<file path="src/rtl/count_display_pkg.sv">
// Shared types, widths and lookup tables for the count_display block.
package count_display_pkg;

    localparam int unsigned CNT_W  = 4;
    localparam int unsigned MODE_W = 2;
    localparam int unsigned BCD_W  = 8;
    localparam int unsigned AN_W   = 4;
    localparam int unsigned SEG_W  = 7;

    // Counter modulus per mode, entry [0] is mode 00.
    localparam logic [3:0][CNT_W-1:0] MOD_TABLE = {4'd15, 4'd13, 4'd11, 4'd9};

    localparam logic [SEG_W-1:0] SEG_BLANK = 7'h7F;

    // Active-low {g,f,e,d,c,b,a} patterns, entry [0] is digit 0.
    localparam logic [9:0][SEG_W-1:0] SEG_TABLE = {
        7'h10, 7'h00, 7'h78, 7'h02, 7'h12,
        7'h19, 7'h30, 7'h24, 7'h79, 7'h40
    };

    typedef enum logic [1:0] {DIG0, DIG1, DIG2, DIG3} digit_t;

    // Two-digit BCD increment with 99 -> 00 rollover.
    function automatic logic [BCD_W-1:0] bcd_inc(input logic [BCD_W-1:0] b);
        logic [3:0] ones;
        logic [3:0] tens;
        ones = b[3:0];
        tens = b[7:4];
        if (ones == 4'd9) begin
            ones = 4'd0;
            tens = (tens == 4'd9) ? 4'd0 : tens + 4'd1;
        end else begin
            ones = ones + 4'd1;
        end
        return {tens, ones};
    endfunction

endpackage

</file>
<file path="src/rtl/count_display_if.sv">
// Counter-to-display bus: counter value/mode in, tally and display drive out.
interface count_display_if;
    import count_display_pkg::*;

    logic [MODE_W-1:0] mode;
    logic [CNT_W-1:0]  count_in;
    logic              wrap_pulse;
    logic [BCD_W-1:0]  wrap_bcd;
    logic [AN_W-1:0]   an;
    logic [SEG_W-1:0]  seg;
    logic              err;

    modport master (
        output mode, count_in,
        input  wrap_pulse, wrap_bcd, an, seg, err
    );

    modport slave (
        input  mode, count_in,
        output wrap_pulse, wrap_bcd, an, seg, err
    );

endinterface

</file>
<file path="src/rtl/seg7_encode.sv">
// Combinational 4-bit value to active-low 7-segment pattern; non-decimal values blank.
module seg7_encode
    import count_display_pkg::*;
(
    input  logic [CNT_W-1:0] val,
    output logic [SEG_W-1:0] seg
);

    always_comb begin
        seg = SEG_BLANK;
        if (val < 4'd10) begin
            seg = SEG_TABLE[val];
        end
    end

endmodule

</file>
<file path="src/rtl/count_display.sv">
// Wrap detector, BCD wrap tally and 4-digit multiplexed 7-segment scanner.
// Optional sticky range error enabled by defining COUNT_RANGE_CHECK_EN.
module count_display
    import count_display_pkg::*;
#(
    parameter int unsigned SCAN_DIV = 4
) (
    input logic             clk,
    input logic             reset,
    count_display_if.slave  bus
);

    localparam int unsigned PRE_W = (SCAN_DIV > 2) ? $clog2(SCAN_DIV) : 1;

    logic [CNT_W-1:0]  cnt_q;
    logic [MODE_W-1:0] mode_q;
    logic              pulse_q;
    logic [BCD_W-1:0]  bcd_q;
    logic              wrap_c;
    logic              mode_chg_c;

    logic [PRE_W-1:0]  presc_q, presc_d;
    digit_t            idx_q, idx_d;
    logic [AN_W-1:0]   an_q, an_d;
    logic [SEG_W-1:0]  seg_q, seg_c;
    logic [CNT_W-1:0]  digit_c;

    assign wrap_c     = (cnt_q != '0) && (bus.count_in == '0);
    assign mode_chg_c = (bus.mode != mode_q);

    // Input sampling, wrap detection and tally; a mode change clears the tally.
    always_ff @(posedge clk or negedge reset) begin
        if (!reset) begin
            cnt_q   <= '0;
            mode_q  <= '0;
            pulse_q <= 1'b0;
            bcd_q   <= '0;
        end else begin
            cnt_q   <= bus.count_in;
            mode_q  <= bus.mode;
            pulse_q <= wrap_c;
            if (mode_chg_c) begin
                bcd_q <= '0;
            end else if (wrap_c) begin
                bcd_q <= bcd_inc(bcd_q);
            end
        end
    end

`ifdef COUNT_RANGE_CHECK_EN
    logic err_q;

    always_ff @(posedge clk or negedge reset) begin
        if (!reset) begin
            err_q <= 1'b0;
        end else if (mode_chg_c) begin
            err_q <= 1'b0;
        end else if (cnt_q >= MOD_TABLE[mode_q]) begin
            err_q <= 1'b1;
        end
    end

    assign bus.err = err_q;
`else
    assign bus.err = 1'b0;
`endif

    // Scan state register.
    always_ff @(posedge clk or negedge reset) begin
        if (!reset) begin
            presc_q <= '0;
            idx_q   <= DIG0;
            an_q    <= '1;
            seg_q   <= SEG_BLANK;
        end else begin
            presc_q <= presc_d;
            idx_q   <= idx_d;
            an_q    <= an_d;
            seg_q   <= seg_c;
        end
    end

    // Next scan position and digit selection for the current index.
    always_comb begin
        presc_d = presc_q + PRE_W'(1);
        idx_d   = idx_q;
        an_d    = ~(AN_W'(1) << idx_q);
        digit_c = '0;
        if (presc_q == PRE_W'(SCAN_DIV - 1)) begin
            presc_d = '0;
            idx_d   = digit_t'(idx_q + 2'd1);
        end
        unique case (idx_q)
            DIG0:    digit_c = (cnt_q >= 4'd10) ? cnt_q - 4'd10 : cnt_q;
            DIG1:    digit_c = {3'b000, (cnt_q >= 4'd10)};
            DIG2:    digit_c = bcd_q[3:0];
            DIG3:    digit_c = bcd_q[7:4];
            default: digit_c = '0;
        endcase
    end

    seg7_encode u_enc (
        .val (digit_c),
        .seg (seg_c)
    );

    assign bus.wrap_pulse = pulse_q;
    assign bus.wrap_bcd   = bcd_q;
    assign bus.an         = an_q;
    assign bus.seg        = seg_q;

endmodule

</file>
<file path="src/flat_wrapper.sv">
// flat-port wrapper written by rule: the top's interface ports become plain ports
module count_display_flat import count_display_pkg::*;
#(
    parameter int unsigned SCAN_DIV = 4
)
  (clk, reset, bus_mode, bus_count_in, bus_wrap_pulse, bus_wrap_bcd, bus_an, bus_seg, bus_err);
  count_display_if bus_i ();
  input logic clk;
  input logic reset;
  input wire logic [$bits(bus_i.mode)-1:0] bus_mode;
  input wire logic [$bits(bus_i.count_in)-1:0] bus_count_in;
  output wire logic [$bits(bus_i.wrap_pulse)-1:0] bus_wrap_pulse;
  output wire logic [$bits(bus_i.wrap_bcd)-1:0] bus_wrap_bcd;
  output wire logic [$bits(bus_i.an)-1:0] bus_an;
  output wire logic [$bits(bus_i.seg)-1:0] bus_seg;
  output wire logic [$bits(bus_i.err)-1:0] bus_err;
  assign bus_i.mode = bus_mode;
  assign bus_i.count_in = bus_count_in;
  assign bus_wrap_pulse = bus_i.wrap_pulse;
  assign bus_wrap_bcd = bus_i.wrap_bcd;
  assign bus_an = bus_i.an;
  assign bus_seg = bus_i.seg;
  assign bus_err = bus_i.err;
  count_display #(.SCAN_DIV(SCAN_DIV)) u_core (.clk(clk), .reset(reset), .bus(bus_i));
endmodule
</file>
<file path="config.mk">
export PLATFORM = sky130hd
export DESIGN_NAME = count_display_flat
export DESIGN_NICKNAME = d
export VERILOG_FILES = /design/src/rtl/count_display_pkg.sv /design/src/rtl/count_display_if.sv /design/src/rtl/seg7_encode.sv /design/src/rtl/count_display.sv /design/src/flat_wrapper.sv
export SDC_FILE = /design/constraint.sdc
export NUM_CORES = 1
export LEC_CHECK = 0
export CAP_MARGIN = 15
export CORE_ASPECT_RATIO = 0.5
export CORE_MARGIN = 4
export CORE_UTILIZATION = 35
export DETAILED_ROUTE_END_ITERATION = 12
export PLACE_DENSITY = 0.67
export SLEW_MARGIN = 20
export SYNTH_ARGS = -nofsm -noshare
export SYNTH_HDL_FRONTEND = slang
export SYNTH_HIERARCHICAL = 1
export SYNTH_SLANG_ARGS = --single-unit
</file>
<file path="constraint.sdc">
create_clock -name clk -period 5.3 [get_ports clk]
set_input_delay 0.53 -clock clk [delete_from_list [all_inputs] [get_ports clk]]
set_output_delay 0.53 -clock clk [all_outputs]
set_load 0.02 [all_outputs]
</file>
==> flow_summary.html, run 1 <==
<table>
<tr><th>Metric</th><th>Value</th></tr>
<tr><th colspan="2">Outcome</th></tr>
<tr><td>Outcome</td><td>completed</td></tr>
<tr><th colspan="2">Synthesis</th></tr>
<tr><td>FF+latch count, synth</td><td>30</td></tr>
<tr><td>Distinct cells, synth</td><td>35</td></tr>
<tr><td>Most instantiated flip-flop cell in the synthesis netlist</td><td>sky130_fd_sc_hd__dfrtp_1</td></tr>
<tr><td>Post-synthesis sequential area ratio</td><td>49.7%</td></tr>
<tr><td>Number of warnings printed during yosys synthesis</td><td>6</td></tr>
<tr><td>Async set-or-reset flop fraction in the synthesized netlist</td><td>100%</td></tr>
<tr><td>Number of enable-type register cells in the synthesized netlist</td><td>0</td></tr>
<tr><td>Synthesized instance count</td><td>145</td></tr>
<tr><td>Post-synthesis instance area</td><td>0.00154 mm2</td></tr>
<tr><td>Largest cells by area after synthesis</td><td>sky130_fd_sc_hd__dfrtp_1 (31%), sky130_fd_sc_hd__dfstp_2 (19%), sky130_fd_sc_hd__ha_1 (13%)</td></tr>
<tr><td>Post-synthesis net count</td><td>169</td></tr>
<tr><td>Average cell area after synthesis</td><td>10.6 um2</td></tr>
<tr><td>Yosys top cell area share</td><td>30.9%</td></tr>
<tr><td>Cell type with the largest total area after synthesis</td><td>sky130_fd_sc_hd__dfrtp_1</td></tr>
<tr><th colspan="2">Setup path</th></tr>
<tr><td>Setup CP Type</td><td>reg -&gt; reg</td></tr>
<tr><td>Crit path arrival time</td><td>2.45 ns</td></tr>
<tr><td>CP Capture Type</td><td>flop</td></tr>
<tr><td>R2R Path Start</td><td>u_core/idx_q[0]</td></tr>
<tr><td>CP max FO</td><td>7</td></tr>
<tr><td>Origin of the worst setup path</td><td>u_core/idx_q[0]</td></tr>
<tr><td>Worst EP required</td><td>5.49 ns</td></tr>
<tr><td>Element type at the critical path start</td><td>flop</td></tr>
<tr><th colspan="2">Drt</th></tr>
<tr><td>DR DRC count</td><td>0</td></tr>
<tr><td>Detailed-router iteration count before antenna repair</td><td>4</td></tr>
<tr><td>Number of vias after detailed routing</td><td>1,099</td></tr>
<tr><td>Count of routing violations after the opening detailed-route iteration</td><td>49</td></tr>
<tr><td>Number of antenna-violating nets in the routed design</td><td>0</td></tr>
<tr><td>Average routed wire per standard cell</td><td>12.6 um</td></tr>
<tr><td>Final WL</td><td>2930 um</td></tr>
<tr><td>Detailed-route vias per instance</td><td>4.74</td></tr>
<tr><th colspan="2">STA</th></tr>
<tr><td>Setup-violating endpoint count in the final report</td><td>0</td></tr>
<tr><td>Sum of negative setup slack</td><td>0 ns</td></tr>
<tr><td>Final number of max-transition violations</td><td>0</td></tr>
<tr><td>Fmax achieved</td><td>442 MHz</td></tr>
<tr><td>Setup repair after global routing missed its margin</td><td>false</td></tr>
<tr><td>Number of hold-slack violations in the final timing report</td><td>0</td></tr>
<tr><td>Max_slew headroom</td><td>55.4%</td></tr>
<tr><td>Clock tree skew after final layout</td><td>0.00542 ns</td></tr>
<tr><td>Min Hold Slack</td><td>0.430 ns</td></tr>
<tr><td>Final worst path period share</td><td>42.7%</td></tr>
<tr><td>Time the worst path needs with I/O delays and setup</td><td>2.26 ns</td></tr>
<tr><td>Worst Tran Pin Value</td><td>0.669 ns</td></tr>
<tr><th colspan="2">Clock network</th></tr>
<tr><td>Clock H-tree levels</td><td>2</td></tr>
<tr><td>Clock buffers created by TritonCTS</td><td>5</td></tr>
<tr><td>Post-CTS setup repair buffer count</td><td>0</td></tr>
<tr><td>Hold buffer count at cts</td><td>0</td></tr>
<tr><td>Later-pin clock latency in the skew report</td><td>0.28 ns</td></tr>
<tr><td>Root Driver</td><td>sky130_fd_sc_hd__clkbuf_8</td></tr>
<tr><td>Clock-pin slew on the worst setup and hold paths</td><td>0.06 ns</td></tr>
<tr><td>CTS tree</td><td>yes</td></tr>
<tr><td>Number of buffers on the longest clock path</td><td>2</td></tr>
<tr><td>Post-cts repair resize count</td><td>0</td></tr>
<tr><td>CTS sink cnt</td><td>30</td></tr>
<tr><th colspan="2">Final layout</th></tr>
<tr><td>Most used cells in the layout excluding fill and tap cells</td><td>sky130_fd_sc_hd__clkdlybuf4s50_1 (27), sky130_fd_sc_hd__dfrtp_1 (19), sky130_fd_sc_hd__ha_1 (16)</td></tr>
<tr><td>Antenna cells</td><td>0</td></tr>
<tr><td>Area grow syn2layout</td><td>28.1%</td></tr>
<tr><td>Proportion of layout cells with a drive suffix above 1</td><td>15.2%</td></tr>
<tr><td>Leading cell type in the layout, fill and taps excluded</td><td>sky130_fd_sc_hd__clkdlybuf4s50_1</td></tr>
<tr><td>Final non-filler cell total</td><td>232</td></tr>
<tr><td>Net count reported at finish</td><td>201</td></tr>
<tr><th colspan="2">Place</th></tr>
<tr><td>Last weighted congestion value of the routability-driven placer</td><td>0.790</td></tr>
<tr><td>Cell total after placement</td><td>224</td></tr>
<tr><td>Number of buffers added on ports</td><td>27</td></tr>
<tr><td>Half-perimeter wire length after detailed placement</td><td>2200 um</td></tr>
<tr><th colspan="2">Worst hold path</th></tr>
<tr><td>Type of the tightest min-delay check</td><td>reg -&gt; reg</td></tr>
<tr><td>Origin of the worst min-delay path</td><td>u_core/presc_q[0]</td></tr>
<tr><th colspan="2">Power</th></tr>
<tr><td>Worst VDD drop</td><td>103 uV</td></tr>
<tr><td>Total leakage power</td><td>0.000879 uW</td></tr>
<tr><td>Power per standard cell area</td><td>271 mW/mm2</td></tr>
<tr><td>Overall Power</td><td>533 uW</td></tr>
<tr><th colspan="2">Floorplan</th></tr>
<tr><td>Initial standard-cell utilization of the core</td><td>37.8%</td></tr>
<tr><td>Die outline width</td><td>102 um</td></tr>
<tr><td>Rows</td><td>16</td></tr>
<tr><td>Placeable Area</td><td>0.00406 mm2</td></tr>
<tr><td>DIE HEIGHT</td><td>54.9 um</td></tr>
<tr><td>Floorplan die area</td><td>0.00558 mm2</td></tr>
<tr><td>Ports placed on the boundary</td><td>29</td></tr>
<tr><th colspan="2">Global route</th></tr>
<tr><td>Initial antenna violation count</td><td>0</td></tr>
<tr><td>Global-route total usage across every layer</td><td>11.8%</td></tr>
<tr><td>Wire length of the first global-routing pass</td><td>4800 um</td></tr>
<tr><td>Number of global-route vias before repair</td><td>992</td></tr>
<tr><td>Remaining global-route overflow</td><td>0</td></tr>
<tr><td>Largest net degree at the start of global routing</td><td>31</td></tr>
<tr><th colspan="2">Job</th></tr>
<tr><td>Max-cap violations</td><td>0</td></tr>
</table>
Yosys cell counts (2+ instances only):
master,n
sky130_fd_sc_hd__a221oi_1,2
sky130_fd_sc_hd__a22oi_1,2
sky130_fd_sc_hd__and3b_1,2
sky130_fd_sc_hd__nand3_1,3
sky130_fd_sc_hd__nor2b_1,2
sky130_fd_sc_hd__o21ai_0,6
sky130_fd_sc_hd__a21oi_1,11
sky130_fd_sc_hd__or3_1,4
sky130_fd_sc_hd__o21ai_1,2
sky130_fd_sc_hd__dfrtp_1,19
sky130_fd_sc_hd__dfstp_2,11
sky130_fd_sc_hd__xor2_1,2
sky130_fd_sc_hd__a31oi_1,2
sky130_fd_sc_hd__nand2_1,9
sky130_fd_sc_hd__ha_1,16
sky130_fd_sc_hd__nor2_1,14
sky130_fd_sc_hd__inv_1,15
sky130_fd_sc_hd__nand2b_1,2
sky130_fd_sc_hd__mux2i_1,4
sky130_fd_sc_hd__xnor2_1,2
worst max-delay path, cell delays in order (launching register included):
cell                       delay, ns
sky130_fd_sc_hd__dfrtp_1        0.42
sky130_fd_sc_hd__inv_1          0.12
sky130_fd_sc_hd__ha_1           0.28
sky130_fd_sc_hd__a221oi_1       0.07
sky130_fd_sc_hd__a21oi_1        0.42
sky130_fd_sc_hd__inv_1          0.19
sky130_fd_sc_hd__ha_1           0.21
sky130_fd_sc_hd__or2_1          0.24
sky130_fd_sc_hd__a21oi_2        0.16
sky130_fd_sc_hd__a31oi_1        0.06
state kept, by name, summed over array words and instances, names as in the netlist:
name,flops
u_core/cnt_q,4
u_core/bus.wrap_pulse,1
u_core/bus.seg,7
u_core/mode_q,2
u_core/idx_q,2
u_core/bus.an,4
u_core/presc_q,2
u_core/bus.wrap_bcd,8
metal layers:
metal / GRT usage, % / vias up / wire (um)
met5: 0 / - / 0
met4: 5.30 / 0 / 35
met3: 4.20 / 4 / 173
met2: 17.6 / 31 / 1300
met1: 15.5 / 518 / 1420
li1: - / 546 / -
cell families after synthesis:
group	synth area share (%)
buf+inv	5.45
other cells	0.244
simple gates	15.0
mux	4.07
compound gates	10.3
xor+xnor	2.28
fa+ha+maj	13.0
flops	49.7
metrics by stage:
| step | worst slack, ns | utilization [%] | instance area (um2) |
|---|---|---|---|
| 2_1_floorplan | 3.32 | - | 1540 |
| 3_3_place_gp | 3.12 | 45.8 | 1860 |
| 3_5_place_dp | 3.05 | 45.8 | 1860 |
| 4_1_cts | 3.05 | 48.5 | 1970 |
| 5_1_grt | 2.82 | 48.5 | 1970 |
| 6_report | 3.04 | 48.5 | 1970 |
path summary, 6_finish.rpt:
kind	to	slack [ns]	depth (start not counted)
worst max-delay path	u_core/bus.seg[3]	3.04	9
worst min-delay path	u_core/presc_q[0]	0.43	1
worst max register to register	u_core/bus.seg[3]	3.04	9
worst min register to register	u_core/presc_q[0]	0.43	1
max in group asynchronous	u_core/bus.seg[5]	4.35	2
min in group asynchronous	u_core/bus.wrap_bcd[0]	0.63	2
area by class of cell:
| type | count | area [um2] |
|---|---|---|
| Clock buffer | 8 | 110 |
| Fill cell | 379 | 2090 |
| Inverter | 16 | 60.1 |
| Multi-Input combinational cell | 96 | 689 |
| Sequential cell | 30 | 764 |
| Tap cell | 54 | 67.6 |
| Timing Repair Buffer | 28 | 278 |
where the power goes:
part | internal, uW | total, uW | switching (uW)
clock | 131 | 217 | 86.0
combinational | 29.2 | 67.9 | 38.6
sequential | 244 | 248 | 3.99
Note: power is estimated with default switching activity, not from simulation.
==> run 2: changes to the inputs <==
--- a/config.mk
+++ b/config.mk
@@ -10,7 +10,7 @@
 export CORE_MARGIN = 4
 export CORE_UTILIZATION = 35
 export DETAILED_ROUTE_END_ITERATION = 12
-export PLACE_DENSITY = 0.67
+export PLACE_DENSITY = 0.7
 export SLEW_MARGIN = 20
 export SYNTH_ARGS = -nofsm -noshare
 export SYNTH_HDL_FRONTEND = slang
==> constraint.sdc (replaced) <==
create_clock -name clk -period 2 [get_ports clk]
set_input_delay 0.2 -clock clk [delete_from_list [all_inputs] [get_ports clk]]
set_output_delay 0.2 -clock clk [all_outputs]
set_load 0.02 [all_outputs]
==> flow_summary.html, run 2 (synthesized netlist as in run 1, its figures left out) <==
<table>
<tr><th>Metric</th><th>Value</th></tr>
<tr><th colspan="2">Outcome</th></tr>
<tr><td>Outcome</td><td>completed (unchanged)</td></tr>
<tr><th colspan="2">Setup path</th></tr>
<tr><td>R2R Setup Slk</td><td>0.10 ns (was 3.04 ns)</td></tr>
<tr><td>Worst EP required</td><td>2.18 ns (was 5.49 ns)</td></tr>
<tr><td>CP Capture Type</td><td>flop (unchanged)</td></tr>
<tr><td>Setup CP Type</td><td>reg -&gt; reg (unchanged)</td></tr>
<tr><td>Origin of the worst setup path</td><td>u_core/cnt_q[1] (was u_core/idx_q[0])</td></tr>
<tr><td>Element type at the critical path start</td><td>flop (unchanged)</td></tr>
<tr><td>R2R Path Start</td><td>u_core/cnt_q[1] (was u_core/idx_q[0])</td></tr>
<tr><td>CP max FO</td><td>4 (was 7)</td></tr>
<tr><td>Crit path arrival time</td><td>2.08 ns (was 2.45 ns)</td></tr>
<tr><th colspan="2">Final layout</th></tr>
<tr><td>Final non-filler cell total</td><td>245 (was 232)</td></tr>
<tr><td>Most used cells in the layout excluding fill and tap cells</td><td>sky130_fd_sc_hd__clkdlybuf4s50_1 (27), sky130_fd_sc_hd__dfrtp_1 (19), sky130_fd_sc_hd__nor2_1 (14) (was sky130_fd_sc_hd__clkdlybuf4s50_1 (27), sky130_fd_sc_hd__dfrtp_1 (19), sky130_fd_sc_hd__ha_1 (16))</td></tr>
<tr><td>Flip-flop count of the largest register after layout</td><td>8 (unchanged)</td></tr>
<tr><td>Antenna cells</td><td>0 (unchanged)</td></tr>
<tr><td>Net count reported at finish</td><td>214 (was 201)</td></tr>
<tr><td>Proportion of layout cells with a drive suffix above 1</td><td>25.1% (was 15.2%)</td></tr>
<tr><td>Leading cell type in the layout, fill and taps excluded</td><td>sky130_fd_sc_hd__clkdlybuf4s50_1 (unchanged)</td></tr>
<tr><td>Post-route standard cell area excluding fillers</td><td>0.00211 mm2 (was 0.00197 mm2)</td></tr>
<tr><td>Area grow syn2layout</td><td>37.0% (was 28.1%)</td></tr>
<tr><th colspan="2">Drt</th></tr>
<tr><td>Average routed wire per standard cell</td><td>13.2 um (was 12.6 um)</td></tr>
<tr><td>Count of routing violations after the opening detailed-route iteration</td><td>61 (was 49)</td></tr>
<tr><td>Detailed-route vias per instance</td><td>4.74 (about the same)</td></tr>
<tr><td>DR DRC count</td><td>0 (unchanged)</td></tr>
<tr><td>Number of antenna-violating nets in the routed design</td><td>0 (unchanged)</td></tr>
<tr><td>Final WL</td><td>3220 um (was 2930 um)</td></tr>
<tr><td>Number of vias after detailed routing</td><td>1,161 (was 1,099)</td></tr>
<tr><td>Detailed-router iteration count before antenna repair</td><td>4 (unchanged)</td></tr>
<tr><th colspan="2">Floorplan</th></tr>
<tr><td>Initial standard-cell utilization of the core</td><td>37.8% (unchanged)</td></tr>
<tr><td>Rows</td><td>16 (unchanged)</td></tr>
<tr><td>Floorplan die area</td><td>0.00558 mm2 (unchanged)</td></tr>
<tr><td>Die outline width</td><td>102 um (unchanged)</td></tr>
<tr><td>Ports placed on the boundary</td><td>29 (unchanged)</td></tr>
<tr><td>DIE HEIGHT</td><td>54.9 um (unchanged)</td></tr>
<tr><td>Placeable Area</td><td>0.00406 mm2 (unchanged)</td></tr>
<tr><th colspan="2">Clock network</th></tr>
<tr><td>Root Driver</td><td>sky130_fd_sc_hd__clkbuf_8 (unchanged)</td></tr>
<tr><td>Later-pin clock latency in the skew report</td><td>0.27 ns (was 0.28 ns)</td></tr>
<tr><td>Number of buffers on the longest clock path</td><td>2 (unchanged)</td></tr>
<tr><td>CTS tree</td><td>yes (unchanged)</td></tr>
<tr><td>Clock H-tree levels</td><td>2 (unchanged)</td></tr>
<tr><td>Clock-pin slew on the worst setup and hold paths</td><td>0.06 ns (about the same)</td></tr>
<tr><td>CTS sink cnt</td><td>30 (unchanged)</td></tr>
<tr><td>Clock buffers created by TritonCTS</td><td>5 (unchanged)</td></tr>
<tr><td>Hold buffer count at cts</td><td>0 (unchanged)</td></tr>
<tr><th colspan="2">Power</th></tr>
<tr><td>Overall Power</td><td>1350 uW (was 533 uW)</td></tr>
<tr><td>Total leakage power</td><td>0.000946 uW (was 0.000879 uW)</td></tr>
<tr><td>Worst VDD drop</td><td>318 uV (was 103 uV)</td></tr>
<tr><td>Power per standard cell area</td><td>639 mW/mm2 (was 271 mW/mm2)</td></tr>
<tr><th colspan="2">STA</th></tr>
<tr><td>Worst Tran Pin Value</td><td>0.539 ns (was 0.669 ns)</td></tr>
<tr><td>Setup repair after global routing missed its margin</td><td>true (was false)</td></tr>
<tr><td>Final critical-path setup slack</td><td>0.104 ns (was 3.04 ns)</td></tr>
<tr><td>Setup-violating endpoint count in the final report</td><td>0 (unchanged)</td></tr>
<tr><td>Clock tree skew after final layout</td><td>0.00371 ns (was 0.00542 ns)</td></tr>
<tr><td>Fmax achieved</td><td>527 MHz (was 442 MHz)</td></tr>
<tr><td>Max_slew headroom</td><td>63.8% (was 55.4%)</td></tr>
<tr><td>Number of hold-slack violations in the final timing report</td><td>0 (unchanged)</td></tr>
<tr><td>Final worst path period share</td><td>94.8% (was 42.7%)</td></tr>
<tr><td>Time the worst path needs with I/O delays and setup</td><td>1.90 ns (was 2.26 ns)</td></tr>
<tr><td>Final number of max-transition violations</td><td>0 (unchanged)</td></tr>
<tr><th colspan="2">Global route</th></tr>
<tr><td>Largest net degree at the start of global routing</td><td>31 (unchanged)</td></tr>
<tr><td>Wire length of the first global-routing pass</td><td>5310 um (was 4800 um)</td></tr>
<tr><td>Number of global-route vias before repair</td><td>1,154 (was 992)</td></tr>
<tr><td>Initial antenna violation count</td><td>0 (unchanged)</td></tr>
<tr><td>Global-route total usage across every layer</td><td>12.7% (was 11.8%)</td></tr>
<tr><td>Remaining global-route overflow</td><td>0 (unchanged)</td></tr>
<tr><th colspan="2">Place</th></tr>
<tr><td>Placement Setup Slack</td><td>-0.00228 ns (was 3.05 ns)</td></tr>
<tr><td>Last weighted congestion value of the routability-driven placer</td><td>0.791 (was 0.790)</td></tr>
<tr><td>Cell total after placement</td><td>233 (was 224)</td></tr>
<tr><td>Total cell area at the placement stage</td><td>0.00193 mm2 (was 0.00186 mm2)</td></tr>
<tr><td>Half-perimeter wire length after detailed placement</td><td>2430 um (was 2200 um)</td></tr>
<tr><td>Number of buffers added on ports</td><td>27 (unchanged)</td></tr>
<tr><th colspan="2">Job</th></tr>
<tr><td>Max-cap violations</td><td>0 (unchanged)</td></tr>
<tr><th colspan="2">Worst hold path</th></tr>
<tr><td>Type of the tightest min-delay check</td><td>in -&gt; async (was reg -&gt; reg)</td></tr>
</table>
==> run 2: changes by cell type in the layout (fill, tap and decap cells not counted), moves of 2 or more <==
cell                       change
sky130_fd_sc_hd__ha_1          -4
sky130_fd_sc_hd__clkbuf_8      -2
sky130_fd_sc_hd__ha_4          +3
sky130_fd_sc_hd__buf_4        +12
sky130_fd_sc_hd__inv_1         -3
sky130_fd_sc_hd__inv_2         +3
==> run 2: where the power goes <==
part	internal, uW	switching [uW]	leakage [uW]
Combinational	87.9	108	0.000535
Sequential	648	11.0	0.000363
Clock	277	215	0.0000482
Total	1010	335	0.000946
==> run 2: path summary, 6_finish.rpt <==
check / to / cells after the start
setup / recovery: u_core/bus.seg[3] / 8
hold / removal: u_core/bus.wrap_bcd[5] / 2
setup reg to reg: u_core/bus.seg[3] / 8
hold reg to reg: u_core/presc_q[0] / 1
max in group asynchronous: u_core/bus.seg[1] / 2
min in group clk: u_core/mode_q[0] / 1
==> run 2: final cells by class <==
type,instances,area (um2)
inverter,16,60.1
timing repair buffer,41,379
clock buffer,7,86.3
tap,54,67.6
sequential,30,764
fill,352,1960
clock inverter,1,5.00
multi-input combinational,96,744
==> run 2: metal layers <==
layer | global-route usage (%) | vias up | wire [um]
met5 | 0 | - | 0
met4 | 3.97 | 0 | 13
met3 | 3.94 | 2 | 155
met2 | 21.3 | 26 | 1500
met1 | 16.0 | 560 | 1550
li1 | - | 573 | -
==> run 2: through the flow <==
| stage | hold slack (ns) | utilization (%) | setup TNS (ns) |
|---|---|---|---|
| final | 0.312 | 51.8 | 0 |
| after global routing | 0.356 | 51.8 | -0.0570 |
| after CTS | 0.322 | 49.8 | 0 |
| after detailed placement | 0.439 | 47.4 | -0.00342 |
| after global placement | 0.414 | 47.4 | 0 |
| after floorplan | -0.0956 | - | 0 |
==> run 2: worst max-delay path: stages, from the launching register on <==
cell	delay, ns
sky130_fd_sc_hd__dfrtp_1	0.40
sky130_fd_sc_hd__inv_1	0.10
sky130_fd_sc_hd__mux2_1	0.35
sky130_fd_sc_hd__a21oi_1	0.27
sky130_fd_sc_hd__inv_2	0.12
sky130_fd_sc_hd__ha_4	0.16
sky130_fd_sc_hd__or2_1	0.21
sky130_fd_sc_hd__a21oi_2	0.14
sky130_fd_sc_hd__a31oi_1	0.06
==> run 2: timing repair <==
| action | in CTS | in global routing |
|---|---|---|
| gates resized for setup | 3 | 12 |
| setup buffers | 0 | 4 |
| endpoints found under the setup margin | 2 | 7 |
| pin swaps | 0 | 3 |
